**config.mk**
```make
export PLATFORM = sky130hd
export DESIGN_NAME = mem_fetch_unit
export DESIGN_NICKNAME = d
export VERILOG_FILES = /design/src/rtl/mem_fetch_unit.sv
export SDC_FILE = /design/constraint.sdc
export NUM_CORES = 1
export LEC_CHECK = 0
export CAP_MARGIN = 30
export CORE_MARGIN = 2
export CORE_UTILIZATION = 40
export CTS_CLUSTER_SIZE = 25
export DETAILED_ROUTE_END_ITERATION = 12
export PLACE_DENSITY = 0.78
export SETUP_SLACK_MARGIN = 0.3
export SLEW_MARGIN = 0
export SYNTH_ARGS = -nofsm -noshare
export SYNTH_HDL_FRONTEND = slang
export SYNTH_SLANG_ARGS = --single-unit
```
**constraint.sdc**
```tcl
create_clock -name CLK -period 3.1 [get_ports CLK]
set_input_delay 0.62 -clock CLK [delete_from_list [all_inputs] [get_ports CLK]]
set_output_delay 0.62 -clock CLK [all_outputs]
set_load 0.03 [all_outputs]
```
**src/rtl/mem_fetch_unit.sv**
```systemverilog
// -----------------------------------------------------------------------------
// mem_fetch_unit
//
// Memory-access and instruction-register stage that sits between Control and
// the unified instruction/data memory. It accepts a read or write request from
// Control and runs a req/ack handshake with a variable-latency memory. A
// completed fetch is latched into IR, which drives OPcode/Imm back to Control.
// Load data is latched into MDR. Stall holds Control in its current state
// until the access has completed.
//
// Optional feature (compile-time macro MEMFETCH_TIMEOUT_EN):
//   When defined, an access that is still waiting for ack after TIMEOUT_CYC
//   REQ cycles is abandoned. mem_req drops, MDR is cleared and the sticky
//   mem_err flag is set. An ack that arrives in the timeout cycle still wins.
//   When undefined, REQ waits indefinitely and mem_err is constant 0.
//
// Parameters:
//   DATA_W       memory word / IR / MDR / address width
//   OP_W         opcode field width, taken from IR[DATA_W-1 -: OP_W]
//   TIMEOUT_CYC  wait-cycle limit (exists only with MEMFETCH_TIMEOUT_EN)
//
// Ports:
//   CLK, Reset          rising-edge clock, synchronous active-high reset
//   MemRead, MemWrite   access requests from Control (write wins if both set)
//   IorD                address select: 0 = PC, 1 = ALUOut
//   IRenable            read data is an instruction fetch (load IR)
//   PC, ALUOut          candidate addresses
//   WriteData           store data
//   mem_addr, mem_wdata registered address / store data to memory
//   mem_req, mem_we     request (held until ack) and write enable
//   mem_rdata, mem_ack  read data and one-cycle completion pulse from memory
//   OPcode, Imm         IR fields to Control
//   MDR                 memory data register
//   Stall               combinational hold request to Control
//   mem_err             sticky timeout flag
// -----------------------------------------------------------------------------
module mem_fetch_unit #(
  parameter int DATA_W = 16,
  parameter int OP_W   = 5
`ifdef MEMFETCH_TIMEOUT_EN
  ,
  parameter int TIMEOUT_CYC = 15
`endif
) (
  input  logic                   CLK,
  input  logic                   Reset,
  input  logic                   MemRead,
  input  logic                   MemWrite,
  input  logic                   IorD,
  input  logic                   IRenable,
  input  logic [DATA_W-1:0]      PC,
  input  logic [DATA_W-1:0]      ALUOut,
  input  logic [DATA_W-1:0]      WriteData,
  output logic [DATA_W-1:0]      mem_addr,
  output logic [DATA_W-1:0]      mem_wdata,
  output logic                   mem_req,
  output logic                   mem_we,
  input  logic [DATA_W-1:0]      mem_rdata,
  input  logic                   mem_ack,
  output logic [OP_W-1:0]        OPcode,
  output logic [DATA_W-OP_W-1:0] Imm,
  output logic [DATA_W-1:0]      MDR,
  output logic                   Stall,
  output logic                   mem_err
);

  typedef enum logic [1:0] {
    ST_IDLE = 2'd0,
    ST_REQ  = 2'd1,
    ST_DONE = 2'd2
  } state_t;

  state_t              state_r;
  state_t              state_s;
  logic [DATA_W-1:0]   ir_r;
  logic                ir_pend_r;   // the outstanding read is an instruction fetch
  logic                start_s;
  logic                timeout_s;
  logic                stall_s;

  assign start_s = MemRead | MemWrite;

  // FSM state register.
  always_ff @(posedge CLK) begin
    if (Reset) begin
      state_r <= ST_IDLE;
    end else begin
      state_r <= state_s;
    end
  end

  // Next-state decode and Stall generation.
  always_comb begin
    state_s = state_r;
    stall_s = 1'b0;
    case (state_r)
      ST_IDLE: begin
        if (start_s) begin
          state_s = ST_REQ;
          stall_s = 1'b1;
        end else begin
          state_s = ST_IDLE;
          stall_s = 1'b0;
        end
      end
      ST_REQ: begin
        stall_s = 1'b1;
        if (mem_ack | timeout_s) begin
          state_s = ST_DONE;
        end else begin
          state_s = ST_REQ;
        end
      end
      // DONE releases Control for exactly one cycle so it can advance.
      ST_DONE: begin
        state_s = ST_IDLE;
      end
      default: begin
        state_s = ST_IDLE;
      end
    endcase
  end

  assign Stall = stall_s;

  // Memory interface, IR and MDR registers.
  always_ff @(posedge CLK) begin
    if (Reset) begin
      mem_addr  <= {DATA_W{1'b0}};
      mem_wdata <= {DATA_W{1'b0}};
      mem_req   <= 1'b0;
      mem_we    <= 1'b0;
      ir_pend_r <= 1'b0;
      ir_r      <= {DATA_W{1'b0}};
      MDR       <= {DATA_W{1'b0}};
    end else begin
      case (state_r)
        ST_IDLE: begin
          if (start_s) begin
            mem_addr  <= IorD ? ALUOut : PC;
            mem_wdata <= WriteData;
            mem_we    <= MemWrite;
            // A write overrides a simultaneous read, so it never loads IR.
            ir_pend_r <= IRenable & ~MemWrite;
            mem_req   <= 1'b1;
          end
        end
        ST_REQ: begin
          if (mem_ack) begin
            if (!mem_we) begin
              MDR <= mem_rdata;
              if (ir_pend_r) begin
                ir_r <= mem_rdata;
              end
            end
            mem_req <= 1'b0;
            mem_we  <= 1'b0;
          end else if (timeout_s) begin
            // Abandoned access: IR keeps the last good instruction.
            mem_req <= 1'b0;
            mem_we  <= 1'b0;
            MDR     <= {DATA_W{1'b0}};
          end
        end
        ST_DONE: begin
          mem_req <= 1'b0;
        end
        default: begin
          mem_req <= 1'b0;
          mem_we  <= 1'b0;
        end
      endcase
    end
  end

  assign OPcode = ir_r[DATA_W-1 -: OP_W];
  assign Imm    = ir_r[DATA_W-OP_W-1:0];

`ifdef MEMFETCH_TIMEOUT_EN
  localparam int CNT_W = (TIMEOUT_CYC > 1) ? $clog2(TIMEOUT_CYC) : 1;

  logic [CNT_W-1:0] wait_cnt_r;
  logic             mem_err_r;

  assign timeout_s = (state_r == ST_REQ) && (wait_cnt_r == CNT_W'(TIMEOUT_CYC - 1));
  assign mem_err   = mem_err_r;

  // Wait counter: zero outside REQ, so it starts at 0 on every REQ entry.
  always_ff @(posedge CLK) begin
    if (Reset) begin
      wait_cnt_r <= {CNT_W{1'b0}};
    end else if (state_r == ST_REQ) begin
      wait_cnt_r <= wait_cnt_r + CNT_W'(1);
    end else begin
      wait_cnt_r <= {CNT_W{1'b0}};
    end
  end

  // Sticky timeout flag; an ack in the timeout cycle counts as success.
  always_ff @(posedge CLK) begin
    if (Reset) begin
      mem_err_r <= 1'b0;
    end else if (timeout_s && !mem_ack) begin
      mem_err_r <= 1'b1;
    end else begin
      mem_err_r <= mem_err_r;
    end
  end
`else
  assign timeout_s = 1'b0;
  assign mem_err   = 1'b0;
`endif

endmodule

```
; Word-level counts from Yosys, hierarchy flattened
; Cells that the tools add are included.
[word_totals]
output_inout_bits = 68
elab_cells = 34
register_bits = 69
[classes]
reduce_logical = 6
n_eq_ne = 4
bitwise = 5
n_mux = 11
[ops]
columns = cell, n
row1 = $mux W16, 1
row2 = $reduce_and A3 Y1, 2
row3 = $mux W1, 5
row4 = $ne A2 B2 Y1 const B, 2
row5 = $pmux W1 S2, 2
row6 = $pmux W2 S2, 1
row7 = $reduce_and A2 Y1, 2
row8 = $reduce_and A4 Y1, 1
row9 = $not A1 Y1, 3
row10 = $pmux W1 S3, 1
row11 = $eq A2 B1 Y1 const B, 1
row12 = $eq A2 B2 Y1 const B, 1
row13 = $logic_not A2 Y1, 1
row14 = $mux W2, 1
row15 = $and A1 B1 Y1, 1
row16 = $or A1 B1 Y1, 1

; Logic depth before layout (Yosys ltp)
; Gate-level depths: netlist (run 1).
[logic_depth]
ltp_word = 3
mapped_depth = 6
ltp_nobuf = 3

; Worst setup path before layout (run 1)
; Ideal clock, no wire load.
[synth_timing]
path_kind = input port to output port
start = input port MemWrite
end = output port Stall
slack_ns = 1.100
t_required_ns = 2.480
stages = 3
t_arrival_ns = 1.380
cell_sequence = nor2_2 -> clkbuf_1 -> a21oi_1
[synth_between]
elab_chain_len = 3
[synth_rtl]
columns = item, line_no
row1 = "start, declared", 48  ; input logic MemWrite,
row2 = $or A1 B1 Y1, 81  ; assign start_s = MemRead | MemWrite;
row3 = $mux W1, 98  ; if (start_s) begin
row4 = $pmux W1 S2, 96  ; case (state_r)
row5 = "end, declared", 63  ; output logic Stall,
; Every way passes these cells.

; Worst setup path after layout (run 1)
; Ends and elaborated chain as after synthesis.

==> results of run 1 <==
## layout make-up
cell class | instances | share of cell area, %
clock buffers | 12 | 3.39
flip-flops and latches | 69 | 32.2
clock inverters | 4 | 1.11
well taps | 80 | 2.34
repair buffers | 142 | 32.8
multi-input cells | 214 | 28.0
inverters | 2 | 0.175
## state kept, by name (all words and copies together), names as in the netlist
register   cells
mem_we         1
state_r        2
mem_req        1
ir_pend_r      1
mem_addr      16
mem_wdata     16
ir_r          16
MDR           16
## placed cells by master (no fill, tap or decap), drive strengths merged
cell type      synthesis  layout
a2111oi                1       1
a211oi                16      16
a21oi                 69      69
a32oi                  1       1
and4bb                 1       1
buf                   17       6
bufinv                 0       1
clkbuf                16      12
clkdlybuf4s50          0     136
clkinv                 0       2
clkinvlp               0       1
conb                   1       1
dfxtp                 69      69
inv                    2       2
mux2i                 16      16
nand2                 32      32
nand2b                 1       1
nand3                 32      32
nand4b                 1       1
nand4bb                1       1
nor2                   4       4
nor3b                  1       1
nor4bb                 1       1
o21ai                 33      33
or2                    2       2
or4b                   1       1
## worst reg2reg max path: stages, from the launching register on
cell	delay, ns
dfxtp_1	0.39
nor2_2	0.35
buf_4	0.37
a21oi_1	0.11
a2111oi_0	0.37
## worst max path at each step
stage                        start    end  slack [ns]  depth (start not counted)
after floorplan           MemWrite  Stall        1.10                          3
after detailed placement  MemWrite  Stall        0.42                          4
after CTS                 MemWrite  Stall        0.42                          4
final                     MemWrite  Stall        0.40                          4
after global placement    MemWrite  Stall        0.43                          4
after global routing      MemWrite  Stall        0.38                          4
## where the power goes
group          switching [mW]  internal, mW
clock network           0.326         0.392
registers              0.0338         0.943
logic                   0.270         0.228
## Yosys cell counts
cell	number
a211oi_1	16
clkbuf_1	15
buf_2	12
nor2_4	1
nand3_1	32
nor4bb_1	1
buf_4	4
mux2i_1	16
nand4bb_1	1
or4b_1	1
dfxtp_1	69
or2_1	1
conb_1	1
nand2_1	32
o21ai_0	32
nand4b_1	1
clkbuf_2	1
a21oi_1	69
or2_2	1
nor3b_1	1
a2111oi_0	1
buf_1	1
o21ai_1	1
nor2_2	2
and4bb_2	1
a32oi_1	1
nand2b_1	1
inv_1	2
nor2_1	1
## stage by stage
| step | cell area (um^2) | setup WS (ns) | hold WS [ns] |
|---|---|---|---|
| after global placement | 4090 | 0.435 | 0.442 |
| final | 4280 | 0.399 | 0.457 |
| after detailed placement | 4090 | 0.423 | 0.446 |
| after global routing | 4280 | 0.382 | 0.472 |
| after floorplan | 2740 | 1.10 | 0.515 |
| after CTS | 4280 | 0.417 | 0.456 |
## cell families (layout without fill, tap and decap cells)
logic type	Yosys count	count (layout)	synth area share (%)
compound gates	120	120	23.6
simple gates	77	77	14.1
flops	69	69	50.4
buf+inv	35	160	5.93
mux	16	16	5.84
other cells	1	1	0.137
## per-layer routing
metal  GRT usage (%)  vias to the layer above
met2            34.3                      111
met4            5.82                        0
met5               0                        -
met3            7.52                        8
li1                -                     1367
met1            25.2                     1238
==> impl_metrics.toml, run 1 <==
[synthesis]
syn_avg_cell_area_um2 = 8.62
yosysTopAreaCell = "dfxtp_1"
synthCells = 318
synth.distinct_cells = 29
synth_area_leaders = "dfxtp_1 (50%), a21oi_1 (13%), mux2i_1 (5.8%)"
ys_seq_area_share_pct = 50.4
netlist_area_um2 = 2740
synth-seq-cells = 69
syn_nets = 389
synth_top_area_share_pct = 50.4
yosysWarnings = 0

[timing]
relSlewSlack_pct = 45.5
fin_crit_sh_pct = 87.1
finClkSkew_ns = 0.00625
finalHoldViolCount = 0
post-route-min-period_ns = 2.70
maxSlewViolCount = 0
setup_viol_count_final = 0
fmax_mhz = 370
worst_pin_slew_ns = 0.817
rsz0062_at_grt = "no"
fin_setup_tns_ns = 0

[final_layout]
nFillCells = 579
diodes = 0
areaGrowthSynthToFinish_pct = 56.2
fin_nets = 509
instances_no_fill = 523
ff_latch_area_um2 = 1380
final_core_util_pct = 63.8
multi_input_area_um2 = 1200
final_layout_size_suffix_gt1_share_pct = 5.64

[power_and_ir_drop]
powerDensity_nw_per_um2 = 512
leakagePower_nw = 1.52
p_total_mw = 2.19
max-vdd-ir-drop_uv = 231

[global_routing]
grt_overflow = 0
grt_pass1_wl_mm = 12.4
antenna_found_initial = 0
grt_usage_pct = 20.7
grt_max_degree = 46
grt_pass1_vias = 2628

[floorplanning]
die_height_um = 86.8
die_x_um = 86.8
initial_core_util_pct = 40.8
core_area_um2 = 6720
die-area_um2 = 7540
ios = 139
rows = 30

[clock_tree]
cts_tree = "built"
cts_hold_buf = 0
clock-sinks = 69
cts_buffer_depth = 2
cts_buffers = 9
clk_latency_ns = 0.33
clk_pin_slew_ns = 0.07
cts_root_buffer = "clkbuf_8"
cts_setup_buffers = 0
post_cts_resize_count = 0
htree_levels = 3

[route]
wl_met3_um = 548
via_count = 2724
vias_per_cell = 5.21
drc = 0
firstDrtPassIters = 5
wl_per_cell_um = 14.7
ant_nets = 0
met2_length_mm = 3.80
drt-initial-drc-count = 157
routedLengthMet1_mm = 3.26
wl_mm = 7.69
top_layer = "met4"

[placement]
dp.final_hpwl_mm = 5.37
gp_congestion = 0.777
io_buffers = 137
dp.cells = 507

[run_status]
outcome = "finished clean"

[setup_path]
cp-end-kind = "output port"
r2r_end = "mem_req"
path_common_cell = "clkdlybuf4s50_1"
path_class = "in2out"
cpPeakStageDelay_ns = 0.71
cp_cell_sequence = "clkdlybuf4s50_1, nor2_2, a21oi_1, clkdlybuf4s50_1"
critPathRequiredTime_ns = 2.48
path_max_fanout = 4
rrSetupSlack_ns = 1.40
critPathTopFamily = "buffers and inverters"
worstRegToRegCells = 4
start_kind = "primary input"
r2r_start = "state_r[1]"
worstPathArrival_ns = 2.08
cp_slowest_cell = "clkdlybuf4s50_1"
path_buf_inv = 2

[hold_path]
min_to = "MDR[15]"
min_from = "MDR[15]"
whs_path_depth = 2
hp-class = "reg2reg"

[run]
timing.max_cap.violations = 0
(Power assumes the default switching activity.)
==> run 2: changes to the inputs <==
--- a/config.mk
+++ b/config.mk
@@ -12,7 +12,6 @@
 export DETAILED_ROUTE_END_ITERATION = 12
 export PLACE_DENSITY = 0.78
 export SETUP_SLACK_MARGIN = 0.3
-export SLEW_MARGIN = 0
 export SYNTH_ARGS = -nofsm -noshare
 export SYNTH_HDL_FRONTEND = slang
 export SYNTH_SLANG_ARGS = --single-unit
==> results of run 2 <==
No change in the layout: final DEF, timing and power equal those of run 1.
==> run 3: changes to the inputs <==
--- a/config.mk
+++ b/config.mk
@@ -12,6 +12,7 @@
 export DETAILED_ROUTE_END_ITERATION = 12
 export PLACE_DENSITY = 0.78
 export SETUP_SLACK_MARGIN = 0.3
+export SLEW_MARGIN = 20
 export SYNTH_ARGS = -nofsm -noshare
 export SYNTH_HDL_FRONTEND = slang
 export SYNTH_SLANG_ARGS = --single-unit
==> constraint.sdc (replaced) <==
create_clock -name CLK -period 2.92 [get_ports CLK]
set_input_delay 0.584 -clock CLK [delete_from_list [all_inputs] [get_ports CLK]]
set_output_delay 0.584 -clock CLK [all_outputs]
set_load 0.03 [all_outputs]
==> impl_metrics.toml, run 3 (same netlist as run 1, synthesis figures left out) <==
[run_status]
outcome = "finished clean"

[setup_path]
path_class = "in2out"
path_max_fanout = 4
worstPathArrival_ns = 1.65
cp-end-kind = "output port"
critPathRequiredTime_ns = 2.34
start_kind = "primary input"

[global_routing]
antenna_found_initial = 0
grt_pass1_vias = 2590
grt_usage_pct = 20.6
grt_max_degree = 41
grt_pass1_wl_mm = 12.1
grt_overflow = 0

[placement]
io_buffers = 137
place_ws_ns = 0.306
dp.final_hpwl_mm = 5.39
gp_congestion = 0.753

[final_layout]
fin_nets = 510
final_core_util_pct = 64.2
areaGrowthSynthToFinish_pct = 57.3
diodes = 0
final_cell_mix = "clkdlybuf4s50_1 (135), dfxtp_1 (69), a21oi_1 (69)"
final_common_cell = "clkdlybuf4s50_1"
final_layout_size_suffix_gt1_share_pct = 6.31

[floorplanning]
die_x_um = 86.8
die-area_um2 = 7540
initial_core_util_pct = 40.8
rows = 30
core_area_um2 = 6720
ios = 139
die_height_um = 86.8

[timing]
rsz0062_at_grt = "no"
setup_viol_count_final = 0
post-route-min-period_ns = 2.24
fin_setup_tns_ns = 0
fmax_mhz = 447
worst_pin_slew_ns = 0.648
maxSlewViolCount = 0
fin_crit_sh_pct = 76.5
finClkSkew_ns = 0.00707
relSlewSlack_pct = 56.8
setup_slack_ns = 0.685
finalHoldViolCount = 0

[power_and_ir_drop]
leakagePower_nw = 1.53
powerDensity_nw_per_um2 = 545
max-vdd-ir-drop_uv = 317

[route]
vias_per_cell = 5.22
via_count = 2736
ant_nets = 0
drc = 0
firstDrtPassIters = 4
wl_per_cell_um = 14.9
wl_mm = 7.79
drt-initial-drc-count = 132

[clock_tree]
clk_latency_ns = 0.35
clk_pin_slew_ns = 0.08
htree_levels = 3
cts_buffer_depth = 2
cts_tree = "built"
cts_buffers = 9
cts_setup_buffers = 0
cts_root_buffer = "clkbuf_8"
clock-sinks = 69
cts_hold_buf = 0

[run]
timing.max_cap.violations = 0

[hold_path]
hp-class = "reg2reg"
## run 3: final timing paths
path,depth (start not counted),to,from,slack [ns]
hold / removal,2,MDR[13],MDR[13],0.46
setup reg to reg,4,mem_req,state_r[1],1.23
hold reg to reg,2,MDR[13],MDR[13],0.46
setup / recovery,4,Stall,MemWrite,0.68
## run 3: layout make-up
cell class                      count  area [um^2]
Multi-Input combinational cell    214         1200
Sequential cell                    69         1380
Clock buffer                       10          138
Tap cell                           80          100
Clock inverter                      6         62.6
Timing Repair Buffer              143         1430
Inverter                            2         7.51
Fill cell                         580         2400
## run 3: metrics by stage
step	hold slack, ns	instances	total power [mW]	instance area, um^2
2_1_floorplan	0.515	318	1.34	2740
3_3_place_gp	0.441	507	1.58	4090
3_5_place_dp	0.447	508	1.59	4110
4_1_cts	0.457	524	2.37	4310
5_1_grt	0.474	524	2.46	4310
6_report	0.455	524	2.35	4310
## run 3: repair_timing
item / in CTS / in global routing
hold endpoints to repair: 0 / 0
endpoints found under the setup margin: 0 / 1
resized for setup: 0 / 1
## run 3: power by group
group | internal, mW | total (mW) | leakage (nW) | switching [mW]
sequential | 1.00 | 1.04 | 0.565 | 0.0365
clock | 0.414 | 0.784 | 0.0943 | 0.369
combinational | 0.244 | 0.531 | 0.869 | 0.288
## run 3: worst max-delay path: stages
cell             delay, ns
clkdlybuf4s50_1       0.52
nor2_2                0.06
a21oi_1               0.15
dlymetal6s2s_1        0.33
## run 3: layer usage
layer  wire length (um)  vias up  global-route usage (%)  part of all wire, %
li1                   -     1370                       -                    -
met1               3360     1243                    23.9                   43
met2               3640      105                    32.4                   47
met3                584       18                    9.05                  7.5
met4                212        0                    9.66                  2.7
met5                  0        -                       0                    0
